### config.mk
export PLATFORM = sky130hd
export DESIGN_NAME = bin_to_bcd_seq
export DESIGN_NICKNAME = d
export VERILOG_FILES = /design/src/rtl/bcd_pkg.sv /design/src/rtl/bcd_dabble_step.sv /design/src/rtl/bin_to_bcd_seq.sv
export SDC_FILE = /design/constraint.sdc
export NUM_CORES = 1
export LEC_CHECK = 0
export CORE_UTILIZATION = 45
export DETAILED_ROUTE_END_ITERATION = 10
export DONT_BUFFER_PORTS = 1
export SYNTH_ARGS = -nofsm -noshare
export SYNTH_HDL_FRONTEND = slang
export SYNTH_SLANG_ARGS = --single-unit
### constraint.sdc
create_clock -name clk -period 2 [get_ports clk]
set_input_delay 0.4 -clock clk [delete_from_list [all_inputs] [get_ports clk]]
set_output_delay 0.4 -clock clk [all_outputs]
set_load 0.02 [all_outputs]
### src/rtl/bcd_pkg.sv
// Shared definitions for the binary-to-BCD converter.
//   - State encoding values and the enum built on them
//   - max_dec(): largest decimal value representable in a digit count
//   - Saturation digit values used when a result does not fit
package bcd_pkg;

  localparam logic [1:0] IDLE  = 2'd0;
  localparam logic [1:0] SHIFT = 2'd1;
  localparam logic [1:0] DONE  = 2'd2;

  typedef enum logic [1:0] {
    S_IDLE  = IDLE,
    S_SHIFT = SHIFT,
    S_DONE  = DONE
  } state_t;

  localparam logic [3:0] SAT_DEC = 4'h9;
  localparam logic [3:0] SAT_HEX = 4'hF;

  // 10^digits - 1; 36 bits covers ten digits (9_999_999_999 < 2^34).
  function automatic logic [35:0] max_dec(input int digits);
    logic [35:0] p;
    p = 36'd1;
    for (int i = 0; i < digits; i++) begin
      p = p * 36'd10;
    end
    return p - 36'd1;
  endfunction

endpackage

### src/rtl/bcd_dabble_step.sv
// One double-dabble iteration, purely combinational.
// Ports:
//   digits_in  [4*DIGITS-1:0]  current BCD digit vector, digit 0 in [3:0]
//   bit_in                     next binary bit (MSB first) entering digit 0 bit 0
//   digits_out [4*DIGITS-1:0]  digits after add-3 correction and a left shift
module bcd_dabble_step #(
  parameter int DIGITS = 3
) (
  input  logic [4*DIGITS-1:0] digits_in,
  input  logic                bit_in,
  output logic [4*DIGITS-1:0] digits_out
);

  localparam int BCD_W = 4 * DIGITS;

  logic [BCD_W-1:0] adj;

  always_comb begin
    adj = digits_in;
    for (int i = 0; i < DIGITS; i++) begin
      // A digit of 5..9 would become >= 10 after doubling; pre-add 3 so the
      // carry lands in the next digit. Max result is 9+3 = 4'hC.
      if (adj[4*i +: 4] >= 4'd5) begin
        adj[4*i +: 4] = adj[4*i +: 4] + 4'd3;
      end
    end
    digits_out = (adj << 1) | BCD_W'(bit_in);
  end

endmodule

### src/rtl/bin_to_bcd_seq.sv
// Sequential binary-to-BCD converter with valid/ready on both sides.
// Decimal mode runs double dabble one bit per cycle; hex mode splits the
// input into nibbles in a single step. Results that do not fit saturate
// (all 9s in decimal, all Fs in hex) and raise overflow.
// Ports:
//   clk, reset            rising-edge clock, synchronous active-high reset
//   in_valid / in_ready   input handshake; in_ready only in IDLE, not in reset
//   bin_in [IN_W-1:0]     binary value, sampled at accept
//   hex_mode              1 = nibble split, 0 = decimal; sampled at accept
//   out_valid / out_ready output handshake; out_valid only in DONE
//   bcd_out [4*DIGITS-1:0] result digits, digit 0 in [3:0]
//   overflow              result saturated
module bin_to_bcd_seq
  import bcd_pkg::*;
#(
  parameter int IN_W   = 8,
  parameter int DIGITS = 3
) (
  input  logic                clk,
  input  logic                reset,
  input  logic                in_valid,
  output logic                in_ready,
  input  logic [IN_W-1:0]     bin_in,
  input  logic                hex_mode,
  output logic                out_valid,
  input  logic                out_ready,
  output logic [4*DIGITS-1:0] bcd_out,
  output logic                overflow
);

  localparam int BCD_W = 4 * DIGITS;
  localparam int CNT_W = $clog2(IN_W + 1);

  state_t           state_q, state_d;
  logic [CNT_W-1:0] cnt_q;
  logic [IN_W-1:0]  sr_q;
  logic [BCD_W-1:0] dig_q;
  logic [BCD_W-1:0] dig_step;
  logic [BCD_W-1:0] bcd_q;
  logic             ovf_q;

  logic             accept;
  logic [35:0]      bin_ext;
  logic             dec_ovf;
  logic             hex_ovf;
  logic             ovf_now;
  logic [BCD_W-1:0] sat_val;
  logic             last_bit;

  assign in_ready  = (state_q == S_IDLE) && !reset;
  assign out_valid = (state_q == S_DONE);
  assign bcd_out   = bcd_q;
  assign overflow  = ovf_q;

  assign accept   = in_valid && in_ready;
  assign bin_ext  = 36'(bin_in);
  assign dec_ovf  = bin_ext > max_dec(DIGITS);
  assign hex_ovf  = (bin_ext >> BCD_W) != 36'd0;
  assign ovf_now  = hex_mode ? hex_ovf : dec_ovf;
  assign sat_val  = {DIGITS{hex_mode ? SAT_HEX : SAT_DEC}};
  assign last_bit = (cnt_q == CNT_W'(1));

  bcd_dabble_step #(
    .DIGITS(DIGITS)
  ) u_step (
    .digits_in (dig_q),
    .bit_in    (sr_q[IN_W-1]),
    .digits_out(dig_step)
  );

  always_comb begin
    state_d = state_q;
    case (state_q)
      S_IDLE:  if (accept) state_d = (hex_mode || ovf_now) ? S_DONE : S_SHIFT;
      S_SHIFT: if (last_bit) state_d = S_DONE;
      S_DONE:  if (out_ready) state_d = S_IDLE;
      default: state_d = S_IDLE;
    endcase
  end

  always_ff @(posedge clk) begin
    if (reset) begin
      state_q <= S_IDLE;
      cnt_q   <= '0;
      sr_q    <= '0;
      dig_q   <= '0;
      bcd_q   <= '0;
      ovf_q   <= 1'b0;
    end else begin
      state_q <= state_d;
      case (state_q)
        S_IDLE: begin
          if (accept) begin
            sr_q  <= bin_in;
            dig_q <= '0;
            // Results go straight to the output only when skipping SHIFT;
            // otherwise the previous result stays visible until DONE.
            if (ovf_now) begin
              bcd_q <= sat_val;
              ovf_q <= 1'b1;
            end else if (hex_mode) begin
              bcd_q <= BCD_W'(bin_in);
              ovf_q <= 1'b0;
            end else begin
              cnt_q <= CNT_W'(IN_W);
            end
          end
        end
        S_SHIFT: begin
          sr_q  <= sr_q << 1;
          dig_q <= dig_step;
          cnt_q <= cnt_q - CNT_W'(1);
          if (last_bit) begin
            bcd_q <= dig_step;
            ovf_q <= 1'b0;
          end
        end
        default: ;
      endcase
    end
  end

endmodule

==> impl_metrics.toml <==
[run_status]
outcome = "finished clean"

[synth]
async_flop_share_pct = 0
synth-warning-count = 0
synth_largest_area_cell = "dfxtp_1"
ys.flop_type = "dfxtp_1"
syn_area_sq_mm = 0.00198
netlist_instances = 227
avgSynthCellArea_sq_um = 8.73
synth-edff-count = 0
synth_seq_cells = 38
synth_area_leaders = "dfxtp_1 (38%), nor2_1 (6.4%), mux2i_1 (6.1%)"
synth_nets = 248
ys_types = 42
synth_top_area_share_pct = 38.4
ys_seq_area_share_pct = 38.4

[final_layout]
mostFrequentLayoutCells = "dfxtp_1 (38), nor2_1 (34), a21oi_1 (22), nand2_1 (21), mux2i_1 (12)"
n_antenna_cell = 0
layout.cells.non_filler = 277
final_common_cell = "dfxtp_1"
num-nets-final = 248
drive_gt1_share_pct = 11.0
syn_to_final_growth_pct = 5.31
postLayoutCellArea_sq_mm = 0.00209

[job]
cap_violations = 0

[timing]
fin_crit_ns = 1.82
fin_skew_ns = 0.00355
rsz0062_at_grt = "no"
finalCritPeriodShare_pct = 91.2
fmax_ghz = 0.548
worstMarginPinSlew_ns = 0.622
hold_viol = 0
drv_slew = 0
setup_viol = 0
fin_tns_setup_ns = 0
slew_headroom_pct = 58.4

[setup_path]
critical_path_buf_inv_count = 0
crit_chain = "nand4bb_2 -> a21oi_4 -> nor2_1 -> o2bb2ai_1"
reg2regPathDepth = 4
worst_path_largest_cell_delay_ns = 0.58
r2r-start = "state_q[0]"
crit_family = "compound AO/OA/AOI/OAI gates"
path_class = "reg -> reg"
cp_data_arrival_time_ns = 1.99
critPathMaxFanout = 19
slowest_stage = "dfxtp_1"
crit_cells = 4
cp.required_ns = 2.17
critPathLaunchType = "flop"
crit_start = "state_q[0]"
cp-end-kind = "flop"

[clock_tree]
ctsResizeCount = 0
postCtsSetupBuffers = 0
clockBufferDepth = 2
htree_num_levels = 2
cts_hold_buf = 0
clkSlewWorstSetupHoldPaths_ns = 0.07
root_buffer = "clkbuf_8"
cts_tree = "built"
clk_latency_ns = 0.28
numCtsBuffers = 5
clkSinkCount = 38

[route]
avgRoutedWirePerCell_um = 15.1
firstDrtPassIters = 4
vias_per_cell = 5.61
drcViolationCount = 0
drt-total-wl_um = 4190
ant_nets = 0
drtIter0Drc = 121
vias = 1554

[power_and_ir_drop]
seqPwrFrac_pct = 55.3
irDropWorstVdd_mv = 0.396
power_density_mw_per_mm2 = 723
switchingPower_w = 0.000393
comb_power_share_pct = 12.5
p_sw_share_pct = 26.0
power.internal_w = 0.00112
p_clk_share_pct = 32.2
p_total_w = 0.00151
leakagePower_nw = 0.752

[hold_path]
holdPathStages = 1
holdCritStartpoint = "reset"
min_path_type = "in -> reg"

[global_route]
antenna_found_initial = 0
grt_use_total_pct = 20.6
grt_pass1_vias = 1511
grt_max_degree = 44
gr-total-overflow = 0
grt_pass1_wl_um = 7090

[floorplan]
die_x_um = 68.3
core.rowCount = 23
io_pins = 28
fp.dieArea_sq_mm = 0.00467
start_util_pct = 48.1
coreArea_sq_mm = 0.00412
dieHeight_um = 68.3

[placed_design]
dp_cells = 270
gp_congestion = 0.767
place_hpwl_um = 2930
portBuffers = 0
place_area_sq_mm = 0.00201
[cell families (layout without fill, tap and decap cells)]
group	after synthesis	in the layout	synth area share, %
and+or+nand+nor	88	88	23.6
adders and majority gates	8	8	5.05
buffers and inverters	24	24	6.25
other	1	1	0.189
DFF	38	38	38.4
xor gates and xnor gates	2	2	0.885
muxes	14	14	7.20
AOI/OAI and AO/OA	52	52	18.4
[final timing paths]
kind	slack, ns	endpoint
min reg2reg	0.48	cnt_q[3]
max	0.18	bcd_out[9]
min	0.18	bcd_out[7]
max reg2reg	0.18	bcd_out[9]
[cell usage after synthesis, types with 2 or more instances]
master	n
nor3b_1	4
nand2b_1	7
a211oi_1	7
mux2_2	2
nor3_1	4
dfxtp_1	38
ha_1	8
buf_6	3
nor2b_1	2
nor2_1	34
nand2_1	21
a21oi_2	2
a21oi_1	22
or3_1	5
o2bb2ai_1	3
o221ai_2	2
mux2i_1	12
nand3b_1	2
buf_2	6
inv_1	10
nand3_1	2
a311oi_1	5
o21ai_0	5
clkbuf_1	3
[power groups by stage]
stage	Sequential (W)	Clock (W)	Combinational (W)
detailed placement	0.000851	0	0.000188
finish	0.000834	0.000486	0.000189
CTS	0.000834	0.000501	0.000190
global placement	0.000850	0	0.000184
floorplan	0.000840	0	0.000172
global route	0.000838	0.000536	0.000214
[per-layer routing]
| metal | up-vias | GRT usage [%] | share of wire [%] |
|---|---|---|---|
| li1 | 787 | - | - |
| met1 | 729 | 25.9 | 48 |
| met2 | 36 | 33.6 | 46 |
| met4 | 0 | 7.03 | 0.81 |
| met5 | - | 0 | 0 |
| met3 | 2 | 5.83 | 4.6 |
[worst register-to-register path: stages (launching register included)]
cell       delay (ns)
dfxtp_1          0.58
nand4bb_2        0.23
a21oi_4          0.56
nor2_1           0.16
o2bb2ai_1        0.17
[state kept, by name, indices dropped and copies added (netlist names)]
signal,flops
bcd_out,12
dig_q,12
sr_q,8
cnt_q,4
state_q,2
[metrics by stage]
| stage | utilization [%] | hold slack (ns) | setup slack (ns) |
|---|---|---|---|
| floorplan | - | 0.436 | 0.330 |
| global placement | 48.8 | 0.456 | 0.326 |
| detailed placement | 48.8 | 0.464 | 0.215 |
| CTS | 50.7 | 0.162 | 0.201 |
| global route | 50.7 | 0.161 | 0.0738 |
| finish | 50.7 | 0.176 | 0.177 |
[layout make-up]
cell class / instances / area (sq um)
fill: 395 / 2030
multi-input combinational: 165 / 1100
timing repair buffer: 7 / 52.6
inverter: 10 / 37.5
sequential: 38 / 761
tap: 50 / 62.6
clock buffer: 7 / 76.3
No activity file was read; power rests on OpenSTA's default activity.
